==> src/rtl/pipeline_run_ctrl_pkg.sv <==
// pipeline_run_ctrl_pkg: shared encodings for the pipeline run controller.
package pipeline_run_ctrl_pkg;
  typedef enum logic [2:0] {S_IDLE = 3'd0, S_LOAD = 3'd1, S_WARMUP = 3'd2, S_RUN = 3'd3, S_STEP = 3'd4, S_HALTED = 3'd5} state_t;
  typedef enum logic [1:0] {OP_LOAD = 2'd0, OP_RUN = 2'd1, OP_STEP = 2'd2, OP_STOP = 2'd3} op_t;
  typedef enum logic [1:0] {HR_NONE = 2'd0, HR_HALT = 2'd1, HR_LIMIT = 2'd2, HR_STOP = 2'd3} halt_t;
  localparam logic [31:0] PC_LIMIT_DEFAULT = 32'h0000_07FF;
endpackage

==> src/rtl/pipeline_run_ctrl_counter.sv <==
// sat_counter32: 32-bit event counter with synchronous clear, saturating at all-ones.
module sat_counter32 (
  input  logic        Clock,
  input  logic        Reset,
  input  logic        clear,
  input  logic        inc,
  output logic [31:0] count
);
  always_ff @(posedge Clock or posedge Reset)
    if (Reset) count <= '0;
    else if (clear) count <= '0;
    else if (inc && count != 32'hFFFF_FFFF) count <= count + 32'd1;
endmodule

==> src/rtl/pipeline_run_ctrl.sv <==
// pipeline_run_ctrl: load/warmup/run/step/halt sequencer for the pipeline PC and instruction memory.
module pipeline_run_ctrl
  import pipeline_run_ctrl_pkg::*;
#(
  parameter logic [31:0] PC_LIMIT      = PC_LIMIT_DEFAULT,
  parameter int          WARMUP_CYCLES = 2
) (
  input  logic        Clock,
  input  logic        Reset,
  input  logic        cmd_valid,
  input  logic [1:0]  cmd_op,
  output logic        cmd_ready,
  input  logic        load_word_valid,
  input  logic        load_done,
  input  logic        halt_detected,
  input  logic [31:0] pc_value,
  output logic        pc_enable,
  output logic        pipe_flush,
  output logic        imem_we,
  output logic [9:0]  load_addr,
  output logic [2:0]  state,
  output logic [1:0]  halt_reason,
  output logic        step_done,
  output logic [31:0] cycle_count
);
  state_t      st;
  halt_t       hr;
  op_t         op;
  logic        mode_step, acc, at_limit, clear;
  logic [31:0] wcnt;
  assign op        = op_t'(cmd_op);
  assign cmd_ready = st == S_IDLE || st == S_HALTED || st == S_RUN;
  assign acc       = cmd_valid && cmd_ready;
  assign at_limit  = pc_value >= PC_LIMIT;
  assign pc_enable = st == S_RUN || st == S_STEP;
  assign imem_we   = st == S_LOAD && load_word_valid;
  assign state     = st;
  assign halt_reason = hr;
  assign clear = acc && st != S_RUN && (op == OP_LOAD || (st == S_IDLE && (op == OP_RUN || op == OP_STEP)));
  sat_counter32 u_cnt (.Clock(Clock), .Reset(Reset), .clear(clear), .inc(pc_enable), .count(cycle_count));
  always_ff @(posedge Clock or posedge Reset)
    if (Reset) begin
      st         <= S_IDLE;
      hr         <= HR_NONE;
      mode_step  <= 1'b0;
      wcnt       <= '0;
      pipe_flush <= 1'b0;
      load_addr  <= '0;
      step_done  <= 1'b0;
    end else begin
      pipe_flush <= 1'b0;
      step_done  <= 1'b0;
      case (st)
        S_IDLE:
          if (acc && op == OP_LOAD) begin
            st         <= S_LOAD;
            pipe_flush <= 1'b1;
            load_addr  <= '0;
          end else if (acc && (op == OP_RUN || op == OP_STEP)) begin
            st         <= S_WARMUP;
            mode_step  <= op == OP_STEP;
            wcnt       <= '0;
            pipe_flush <= 1'b1;
            hr         <= HR_NONE;
          end
        S_LOAD: begin
          if (load_word_valid) load_addr <= load_addr + 10'd1;
          if (load_done) st <= S_IDLE;
        end
        S_WARMUP:
          if (wcnt == 32'(WARMUP_CYCLES - 1)) begin
            st <= at_limit ? S_HALTED : mode_step ? S_STEP : S_RUN;
            hr <= at_limit ? HR_LIMIT : HR_NONE;
          end else begin
            wcnt       <= wcnt + 32'd1;
            pipe_flush <= 1'b1;
          end
        S_RUN:
          if (halt_detected || at_limit || (acc && op == OP_STOP)) begin
            st <= S_HALTED;
            hr <= halt_detected ? HR_HALT : at_limit ? HR_LIMIT : HR_STOP;
          end
        S_STEP: begin
          st        <= S_HALTED;
          step_done <= 1'b1;
          hr        <= halt_detected ? HR_HALT : HR_NONE;
        end
        S_HALTED:
          if (acc && op == OP_LOAD) begin
            st         <= S_LOAD;
            pipe_flush <= 1'b1;
            load_addr  <= '0;
          end else if (acc && op == OP_STOP) st <= S_IDLE;
          else if (acc) begin
            st <= at_limit ? S_HALTED : op == OP_STEP ? S_STEP : S_RUN;
            hr <= at_limit ? HR_LIMIT : HR_NONE;
          end
        default: st <= S_IDLE;
      endcase
    end
endmodule

==> config.mk <==
export PLATFORM = sky130hd
export DESIGN_NAME = pipeline_run_ctrl
export DESIGN_NICKNAME = d
export VERILOG_FILES = /design/src/rtl/pipeline_run_ctrl_pkg.sv /design/src/rtl/pipeline_run_ctrl_counter.sv /design/src/rtl/pipeline_run_ctrl.sv
export SDC_FILE = /design/constraint.sdc
export NUM_CORES = 1
export LEC_CHECK = 0
export ABC_AREA = 0
export BUFFER_PORTS_ARGS = -buffer_cell sky130_fd_sc_hd__clkbuf_2
export CORE_ASPECT_RATIO = 0.75
export CORE_MARGIN = 2
export CORE_UTILIZATION = 40
export CTS_CLUSTER_SIZE = 20
export DETAILED_ROUTE_END_ITERATION = 7
export GPL_ROUTABILITY_DRIVEN = 0
export SLEW_MARGIN = 20
export SYNTH_ARGS = -nofsm -noshare
export SYNTH_HDL_FRONTEND = slang
export SYNTH_SLANG_ARGS = --single-unit
==> constraint.sdc <==
create_clock -name Clock -period 3.4 [get_ports Clock]
set_clock_uncertainty 0.05 [all_clocks]
set_input_delay 1.02 -clock Clock [delete_from_list [all_inputs] [get_ports Clock]]
set_output_delay 1.02 -clock Clock [all_outputs]
set_load 0.01 [all_outputs]
==> Word level (Yosys, flattened, before mapping) <==
Index checks and enable logic that the tools add are counted.
{ "totals": {"ff_bits": 82, "out_inout_bits": 52, "latch_bits": 0, "mem_count": 0, "rom_bits": 0, "ramBits": 0} }
{ "classes": {"n_mux": 40, "bitwise": 1, "n_mul": 0, "reduce_logical": 28, "div": 0, "n_eq_ne": 24, "n_shift": 0, "magnitude_cmp": 1, "add_sub_neg": 3} }
{ "op_table": {"columns": ["operator", "count"], "rows": [
  ["$mux 32", 5],
  ["$add 32x1->32 const B", 2],
  ["$pmux 32 s2", 1],
  ["$mux 3", 12],
  ["$eq 32x1->1 const B", 1],
  ["$ge 32x11->1 const B", 1],
  ["$ne 32x32->1 const B", 1],
  ["$mux 10", 2],
  ["$pmux 10 s2", 1],
  ["$mux 2", 9],
  ["$pmux 3 s6", 1],
  ["$ne 2x2->1 const B", 8],
  ["$add 10x1->10 const B", 1],
  ["$pmux 2 s5", 1],
  ["$logic_and 1x1->1", 9],
  ["$reduce_and 8->1", 1],
  ["$logic_or 1x1->1", 7],
  ["$mux 1", 7],
  ["$eq 3x2->1 const B", 2],
  ["$eq 3x3->1 const B", 2],
  ["$ne 2x1->1 const B", 3],
  ["$reduce_and 3->1", 2],
  ["$reduce_bool 2->1", 3],
  ["$reduce_and 5->1", 1],
  ["13 further kinds", 14]
]} }

==> Logic depth before layout (Yosys ltp) <==
Gate-level depths: netlist of run 1.
{ "depth": {"ltp_word": 8, "mapped_depth": 9, "ltp_nobuf": 7} }

==> Cells and area by module <==
Synthesis of run 1 repeated with hierarchy kept, for this count alone.
{ "hier_totals": {"hier_cells": 544, "area_unflattened_um2": 4929.7} }
{ "by_module_without_submodules": {"columns": ["mod", "instances", "seq_area_each_um2", "cells_each", "area_per_inst_um2"], "rows": [
  ["pipeline_run_ctrl", 1, 1251.2, 358, 3189.3],
  ["sat_counter32", 1, 800.8, 186, 1740.4]
]} }

==> Worst setup path after synthesis of run 1 <==
Ideal clock, no wire load.
{ "synth_timing": {"path_kind": "in2reg", "from": "input cmd_op[0]", "to": "register wcnt[2]", "path_stages": 8, "t_arrival_ns": 2.711, "setup_slack_ns": 0.507, "path_cell_list": "inv_1 > ha_1 > clkbuf_1 > nand3b_1 > nor4_1 > clkbuf_1 > clkbuf_1 > nor2_1"} }
{ "synth_via": {"elab_chain_cells": 5, "word_cells_on_any_way": 9, "cone_classes": "4 x eq/ne; 5 x reduce/logical"} }
{ "synth_lines": {"columns": ["element", "line", "rtl"], "rows": [
  ["start: declaration", "pipeline_run_ctrl.sv:11", "input logic [1:0] cmd_op,"],
  ["$eq 2x1->1 / $eq 2x2->1 (equally long branches)", "pipeline_run_ctrl.sv:59", "end else if (acc && (op == OP_RUN || op == OP_STEP)) begin"],
  ["$logic_or 1x1->1", "pipeline_run_ctrl.sv:59", null],
  ["$logic_and 1x1->1", "pipeline_run_ctrl.sv:59", null],
  ["$ne 2x1->1 (no line)", null, null],
  ["$reduce_and 4->1 (no line) (*)", null, null],
  ["end signal: assignment", "pipeline_run_ctrl.sv:75", "wcnt <= wcnt + 32'd1;"],
  ["end: declaration", "pipeline_run_ctrl.sv:30", "logic [31:0] wcnt;"]
]} }
Mark *: on every way between the ends. The rest lies on a longest branch, timed or not.
A chain may end at the register's enable or synchronous reset.

==> Worst setup path after layout of run 1 <==
{ "layout_timing": {"from": "register st[2], in the netlist state[2]", "to": "output pc_enable"} }
{ "layout_via": {"elab_chain_cells": 2, "word_cells_on_any_way": 3, "cone_classes": "2 x eq/ne; 1 x reduce/logical"} }
{ "layout_lines": {"columns": ["element", "line", "rtl"], "rows": [
  ["start: declaration", "pipeline_run_ctrl.sv:26", "state_t st;"],
  ["start signal: assignment", "pipeline_run_ctrl.sv:72", "st <= at_limit ? S_HALTED : mode_step ? S_STEP : S_RUN;"],
  ["start signal: assignment", "pipeline_run_ctrl.sv:95", "st <= at_limit ? S_HALTED : op == OP_STEP ? S_STEP : S_RUN;"],
  ["$eq 3x2->1 / $eq 3x3->1 (equally long branches)", "pipeline_run_ctrl.sv:35", "assign pc_enable = st == S_RUN || st == S_STEP;"],
  ["$logic_or 1x1->1 (*)", "pipeline_run_ctrl.sv:35", null],
  ["end: declaration", "pipeline_run_ctrl.sv:17", "output logic pc_enable,"]
]} }
Marks and branches as above.

==> out/metrics.csv, run 1 <==
metric,value,unit
status,"complete, no violations",
Ant. Diodes,0,
most frequent cell after synthesis,dfrtp_1,
Post-synth EDFFs,0,
Final Cell Area,5900,sq um
min cycle time layout,3010,ps
Core Rows,34,
worst reg2reg startpoint,state[2],
Die ar.,13100,sq um
worst hold endpoint,u_cnt.count[22],
Synth top area share,0.419,
min-delay src,u_cnt.count[22],
vias per inst,5.84,
postcts setup bufs,0,
Die Y,99.8,um
VDD IR max,0.000349,V
Max Freq,333,MHz
Crit path depth,4,
Syn Nets,600,
Worst setup SP type,flop,
I/O pin count,92,
hold path cells,1,
worst path buffer plus inverter count,2,
total power,3.36,mW
Slew @ Worst Pin,855,ps
vias in the first global route,4371,
CTS tree,built,
async set-reset flop share out of synthesis,1.00,
Synth area leaders,"dfrtp_1 (42%), or4_1 (4.1%), nand2_1 (4.1%)",
hold crit path type,reg2reg,
clk buf depth,2,
TritonCTS Sinks,82,
Yosys cell types,53,
cell type with the largest total area after synthesis,dfrtp_1,
Max Fanout on Critical Path,12,
routed length per placed instance,16.5,um
"setup slack, reg-to-reg",740,ps
final number of max-transition violations,0,
"Cell Area, Placed",5610,sq um
Num CTS Buffers,9,
final hold slack,459,ps
clk_lat worst skew,340,ps
setup_tns,0,ps
DPL Wire Length,9.76,mm
Pre-Repair DR Iteration Count,5,
Final nets,693,
post-CTS sizing,0,
port buffer count,91,
r2r endpoint,u_cnt.count[7],
Worst R2R Path Depth,7,
Pwr Density,570,nW/um^2
crit share post-route,0.884,
CP endpoint kind,output port,
share of layout cells above drive strength 1,0.208,
leakage power,2.59,nW
first-pass GRT wire length,22.2,mm
drt initial violations,323,
CTS Hold Bufs,0,
clk slew on worst S/H paths,60,ps
"Hold Violations, Final",0,
Post-synth top cells,"dfrtp_1 (82), nand2_1 (53), a21oi_1 (36)",
main flop type after synthesis,dfrtp_1,
Area growth syn-to-layout,20.6,%
CP Class,reg2out,
max incr delay on CP,500,ps
Die X,132,um
initial antenna violation count,0,
Setup Viol. Count Final,0,
sequential share of the synthesized area,0.419,
Max H-tree Level,3,
via count,4737,
Initial Utilization,0.415,
Yosys reg bits,82,
Crit path max-delay family,simple AND/OR/NAND/NOR gates,
post-route DRC violation count,0,
"Slowest-stage cell, CP",or3b_2,
max_slew headroom,0.426,
Core Region,11800,sq um
Critical Path RT,2330,ps
Synth Warn #,0,
Post-Synthesis Cells,553,
Mean Syn Cell Area,8.85,sq um
Worst Path Arrival,1940,ps
RSZ-0062 raised after global routing,false,
gr ovfl total,0,
Root Driver,clkbuf_16,
area of the mapped netlist,4890,sq um
WL final,13.4,mm
pin count of the biggest net entering global routing,36,
GRT Util Overall,0.208,
crit-path cells,buf_4 > or3b_2 > nand2_1 > clkbuf_2,
Max Cap Viol,0,
Final ANT Viol Nets,0,
## worst max-delay path by stage
| stage | from | end |
|---|---|---|
| after floorplan | Reset | halt_reason[0] |
| after global placement | cmd_op[0] | u_cnt.count[25] |
| after detailed placement | cmd_op[0] | u_cnt.count[25] |
| after CTS | state[2] | pc_enable |
| after global routing | state[2] | pc_enable |
| final | state[2] | pc_enable |
## metal layers
layer | track usage | vias to the layer above | share of wire
li1 | - | 2311 | -
met1 | 0.320 | 2242 | 0.52
met2 | 0.302 | 167 | 0.41
met3 | 0.0419 | 17 | 0.062
met4 | 0.0460 | 0 | 0.011
met5 | 0 | - | 0
## logic make-up (layout without fill, tap and decap cells)
logic type | count (synthesis) | in the layout | share of synthesized area
buf+inv | 40 | 136 | 0.0325
compound gates | 137 | 137 | 0.181
xor+xnor | 16 | 16 | 0.0286
mux | 9 | 9 | 0.0187
flops | 82 | 82 | 0.419
simple gates | 262 | 262 | 0.302
fa+ha+maj | 7 | 7 | 0.0179
## layout by cell type (no fill, tap or decap), drive strengths merged, types with 4 or more instances in the layout
master and count:
a211oi 6, a21oi 36, and2 10, and3 14, and4 5, buf 17, clkbuf 102, dfrtp 82
ha 7, inv 13, mux2i 8, nand2 53, nand2b 6, nand3 27, nand3b 4, nand4 26
nor2 27, nor3 12, nor4 19, o211ai 22, o21ai 24, o22ai 4, o31ai 26, or3 19
or4 29, xnor2 6, xor2 10
## flip-flops by register name, indices dropped and copies added, names as in the netlist
signal / cells
u_cnt.count: 32
wcnt: 32
load_addr: 10
state: 3
halt_reason: 2
mode_step: 1
pipe_flush: 1
step_done: 1
## cell type report
| class | count | area, sq um |
|---|---|---|
| fill | 1116 | 5880 |
| multi-input combinational | 431 | 2700 |
| sequential | 82 | 2050 |
| timing repair buffer | 108 | 596 |
| clock buffer | 11 | 253 |
| tap | 162 | 203 |
| inverter | 14 | 53.8 |
| clock inverter | 3 | 40.0 |
## worst register-to-register path, stage by stage (launching register included)
cell     delay [ps]
dfrtp_1         440
buf_4           220
or3b_2          510
nand2_1         250
o31ai_4         110
buf_4           230
or4_2           640
a21oi_1         150
## per-stage QoR
stage / setup slack, ps / utilization / std cells
after floorplan: 222 / - / 553
after global placement: 456 / 0.476 / 797
after detailed placement: 333 / 0.476 / 797
after CTS: 379 / 0.501 / 811
after global routing: 301 / 0.501 / 811
final: 394 / 0.501 / 811
## power by group
group          total, mW  leakage [nW]  switching (mW)  internal, mW
registers           1.30          1.13           0.178          1.12
logic               1.08          1.31           0.677         0.406
clock network      0.983         0.147           0.384         0.599
No activity file was read; power rests on OpenSTA's default activity.
==> run 2, diff against run 1 <==
==> constraint.sdc (replaced) <==
create_clock -name Clock -period 3.7 [get_ports Clock]
set_clock_uncertainty 0.05 [all_clocks]
set_input_delay 0.74 -clock Clock [delete_from_list [all_inputs] [get_ports Clock]]
set_output_delay 0.74 -clock Clock [all_outputs]
set_load 0.1 [all_outputs]
==> out/metrics.csv, run 2 (synthesized netlist as in run 1, its figures left out) <==
metric,value,unit
layer with the highest usage,met1,
GRT Util Overall,0.208,
Num CTS Buffers,9,
pin count of the biggest net entering global routing,31,
CP Class,reg2out,
Final nets,687,
CTS tree,built,
leakage power,2.54,nW
min cycle time layout,3150,ps
Max Freq,318,MHz
drt initial violations,338,
Int Power,1.91,mW
worst setup path startpoint,state[2],
postcts setup bufs,0,
pre-CTS setup slack,711,ps
initial antenna violation count,0,
"Cell Area, Placed",5540,sq um
port buffer count,91,
crit share post-route,0.850,
r2r endpoint,wcnt[30],
"setup slack, reg-to-reg",870,ps
Max Fanout on Critical Path,18,
status,"complete, no violations",
WL final,13.3,mm
setup ws final,554,ps
Core Region,11800,sq um
Final ANT Viol Nets,0,
Initial Utilization,0.415,
clk buf depth,2,
Ant. Diodes,0,
final core utilization,0.495,
Slew @ Worst Pin,874,ps
VDD IR max,0.000478,V
"Hold Violations, Final",0,
Final Cell Area,5840,sq um
Critical Path RT,2910,ps
max incr delay on CP,700,ps
most frequent cells in the layout,"clkbuf_2 (91), dfrtp_1 (82), nand2_1 (53)",
Worst R2R Path Depth,6,
Root Driver,clkbuf_16,
via count,4704,
vias per inst,5.83,
setup_tns,0,ps
crit-path cells,or3b_2 > nand2_1 > clkbuf_2,
gr ovfl total,0,
Die ar.,13100,sq um
hold crit path type,in2async,
CTS Hold Bufs,0,
DPL Wire Length,9.71,mm
total power,3.58,mW
clk_lat worst skew,350,ps
Comb power frac,0.419,
post-CTS sizing,0,
Top Registers,"u_cnt.count (32), wcnt (32), load_addr (10)",
Die X,132,um
CP endpoint kind,output port,
Die Y,99.8,um
Seq pwr share,0.332,
Pre-Repair DR Iteration Count,5,
RSZ-0062 raised after global routing,false,
M1 GR Usage,0.320,
"Slowest-stage cell, CP",dfrtp_1,
Max Cap Viol,0,
NetSw,1.67,mW
routed length per placed instance,16.5,um
final number of max-transition violations,0,
post-route DRC violation count,0,
Core Rows,34,
met3 Track Usage GR,0.0475,
I/O pin count,92,
worst reg2reg startpoint,state[2],
"most common cell after layout, fill and taps aside",clkbuf_2,
Worst Path Arrival,2360,ps
Worst setup SP type,flop,
first-pass GRT wire length,22.2,mm
TritonCTS Sinks,82,
Area growth syn-to-layout,19.3,%
met2 usage,0.288,
Pwr Density,613,nW/um^2
vias in the first global route,4315,
clk slew on worst S/H paths,60,ps
Setup Viol. Count Final,0,
Max H-tree Level,3,
max_slew headroom,0.413,
Clk network pwr share,0.249,
share of layout cells above drive strength 1,0.200,
Net Sw Frac,0.466,
Fillers,1166,
## run 2: cell count changes in the layout (fill, tap and decap cells not counted), sizes merged
cell	before	now
clkinvlp	0	2
buf	17	11
## run 2: cell type report
cell class / count / area [sq um] / area share
Clock buffer: 11 / 233 / 0.0399
Tap cell: 162 / 203 / 0.0347
Clock inverter: 5 / 55.1 / 0.00943
Inverter: 14 / 53.8 / 0.00922
Multi-Input combinational cell: 431 / 2700 / 0.463
Sequential cell: 82 / 2050 / 0.351
Timing Repair Buffer: 102 / 538 / 0.0922
## run 2: per-layer routing
metal  vias up  wire length (um)
met4         0               169
met5         -                 0
met3        15               779
met1      2236              6860
met2       157              5500
li1       2296                 -
## run 2: power groups by stage
stage	combinational [mW]	clock, mW	sequential [mW]
floorplan	0.756	0	1.60
global placement	1.48	0	1.19
detailed placement	1.50	0	1.20
CTS	1.50	0.911	1.18
global route	1.62	0.950	1.21
finish	1.50	0.890	1.19
## run 2: worst max path at each step
stage,end
2_1_floorplan,u_cnt.count[7]
3_3_place_gp,wcnt[27]
3_5_place_dp,wcnt[27]
4_1_cts,pc_enable
5_1_grt,pc_enable
6_report,pc_enable
## run 2: stage by stage
stage | cells | hold slack (ps)
2_1_floorplan | 553 | 433
3_3_place_gp | 790 | 451
3_5_place_dp | 790 | 457
4_1_cts | 806 | 333
5_1_grt | 807 | 350
6_report | 807 | 318
## run 2: critical path, delay by kind of cell (launching register included)
family | cells | cell delay (ps)
buffers and inverters | 1 | 510
DFF | 1 | 700
and+or+nand+nor | 2 | 790
==> run 3, diff against run 2 <==
--- a/config.mk
+++ b/config.mk
@@ -13,7 +13,9 @@
 export CTS_CLUSTER_SIZE = 20
 export DETAILED_ROUTE_END_ITERATION = 7
 export GPL_ROUTABILITY_DRIVEN = 0
+export GPL_TIMING_DRIVEN = 0
 export SLEW_MARGIN = 20
 export SYNTH_ARGS = -nofsm -noshare
 export SYNTH_HDL_FRONTEND = slang
+export SYNTH_HIERARCHICAL = 1
 export SYNTH_SLANG_ARGS = --single-unit
==> out/metrics.csv, run 3 <==
metric,value,unit
CP Class,reg2reg,
final hold slack,416,ps
clk slew on worst S/H paths,60,ps
total power,3.72,mW
clk buf depth,2,
Top Registers,"u_cnt/count (32), wcnt (32), load_addr (10)",
Core Region,12200,sq um
VDD IR max,0.000375,V
port buffer count,90,
Max Cap Viol,0,
Critical Path RT,3900,ps
Clk network pwr share,0.244,
final core utilization,0.487,
Comb power frac,0.432,
Slew @ Worst Pin,1040,ps
Area growth syn-to-layout,20.2,%
clk_lat worst skew,330,ps
Yosys reg bits,82,
via count,4509,
Mean Syn Cell Area,9.06,sq um
CTS Hold Bufs,0,
vias per inst,5.52,
Synth Warn #,6,
cell type with the largest total area after synthesis,dfrtp_1,
Int Power,1.99,mW
RSZ-0062 raised after global routing,false,
postcts setup bufs,0,
Max Fanout on Critical Path,10,
Die ar.,13200,sq um
DPL Wire Length,9.22,mm
Num CTS Buffers,9,
Synth area leaders,"dfrtp_1 (42%), xnor2_1 (5.3%), a21oi_1 (4.6%)",
Post-Synthesis Cells,544,
main flop type after synthesis,dfrtp_1,
crit-path cells,buf_2 > clkbuf_1 > nand2_1 > o21ai_4 > nand4_1 > nor3_1 > o311ai_1 > buf_2 > or4_1 > a21oi_1,
Final nets,693,
min cycle time layout,3270,ps
crit share post-route,0.884,
Net Sw Frac,0.466,
GRT Util Overall,0.200,
Setup Viol. Count Final,0,
Max Freq,306,MHz
final number of max-transition violations,0,
post-CTS sizing,0,
TritonCTS Sinks,82,
pin count of the biggest net entering global routing,33,
post-route DRC violation count,0,
gr ovfl total,0,
sequential share of the synthesized area,0.416,
Ant. Diodes,0,
Die X,132,um
Initial Utilization,0.405,
pre-CTS setup slack,502,ps
Pwr Density,628,nW/um^2
Root Driver,clkbuf_16,
Die Y,100,um
"Slowest-stage cell, CP",clkbuf_1,
vias in the first global route,4337,
WL final,12.6,mm
multi-input logic area,2670,sq um
leakage power,2.52,nW
routed length per placed instance,15.4,um
Seq pwr share,0.324,
"most common cell after layout, fill and taps aside",clkbuf_2,
Syn Nets,591,
Reg area,2050,sq um
drt initial violations,318,
Fillers,1213,
max_slew headroom,0.299,
Pre-Repair DR Iteration Count,4,
setup ws final,428,ps
setup_tns,0,ps
Final ANT Viol Nets,0,
most frequent CP cell,buf_2,
initial antenna violation count,0,
Worst Path Arrival,3470,ps
Max H-tree Level,3,
Yosys cell types,67,
Post-synth EDFFs,0,
"Hold Violations, Final",0,
max incr delay on CP,400,ps
most frequent cell after synthesis,dfrtp_1,
most frequent cells in the layout,"clkbuf_2 (90), dfrtp_1 (81), nor2_1 (54)",
hold crit path type,in2async,
area of the mapped netlist,4930,sq um
CTS tree,built,
status,"complete, no violations",
Synth top area share,0.416,
I/O pin count,92,
async set-reset flop share out of synthesis,1.00,
Post-synth top cells,"dfrtp_1 (82), nor2_1 (54), a21oi_1 (45)",
Worst setup SP type,flop,
first-pass GRT wire length,21.7,mm
Core Rows,35,
share of layout cells above drive strength 1,0.230,
CP endpoint kind,flop,
NetSw,1.73,mW
[run 3: changes by cell type after synthesis, sizes merged, moves of 13 or more]
cell	previous run	this run
inv	14	27
nand2	53	32
nor2	27	55
o211ai	22	1
xnor2	6	30
or4	29	15
[run 3: path summary, 6_finish.rpt]
kind / from / to / slack (ps) / depth (start not counted)
max in group asynchronous: Reset / u_cnt/count[4] / 2640 / 2
max: state[2] / u_cnt/count[21] / 430 / 10
min reg2reg: load_addr[8] / load_addr[8] / 460 / 1
min in group Clock: load_addr[8] / load_addr[8] / 460 / 1
max reg2reg: state[2] / u_cnt/count[21] / 430 / 10
min: Reset / wcnt[26] / 420 / 2
[run 3: power groups by stage]
stage	registers, mW	clock network, mW	logic [mW]
final	1.21	0.908	1.60
after global routing	1.23	0.975	1.73
after CTS	1.21	0.927	1.61
after detailed placement	1.22	0	1.60
after global placement	1.21	0	1.58
after floorplan	1.63	0	0.836
[run 3: cell families after synthesis]
group	after synthesis	synth area share
flops	82	0.416
buf+inv	50	0.0454
simple gates	240	0.279
xor+xnor	39	0.0693
fa+ha+maj	7	0.0178
compound gates	122	0.163
mux	4	0.00939
[run 3: routing by layer]
layer | vias up | global-route usage | share of wire
met5 | - | 0 | 0
met4 | 0 | 0.0447 | 0.0068
met3 | 8 | 0.0485 | 0.054
met2 | 131 | 0.303 | 0.44
met1 | 2149 | 0.291 | 0.50
li1 | 2221 | - | -
[run 3: cell type report]
| cell class | instances | area share |
|---|---|---|
| multi-input cells | 412 | 0.451 |
| flip-flops and latches | 82 | 0.347 |
| repair buffers | 91 | 0.0794 |
| clock buffers | 11 | 0.0410 |
| well taps | 166 | 0.0351 |
| plain buffers | 23 | 0.0207 |
| inverters | 27 | 0.0171 |
| clock inverters | 5 | 0.00908 |
[run 3: per-stage QoR]
stage | cell area (sq um) | cells
detailed placement | 5630 | 801
finish | 5920 | 817
global route | 5920 | 817
CTS | 5920 | 817
global placement | 5610 | 800
floorplan | 4950 | 544
[run 3: worst max-delay path, delay by kind of cell, from the launching register on]
kind	cells	cell delay [ps]
buffers and inverters	3	840
AO/OA/AOI/OAI	3	720
flip-flops	1	350
AND/OR/NAND/NOR	4	1210
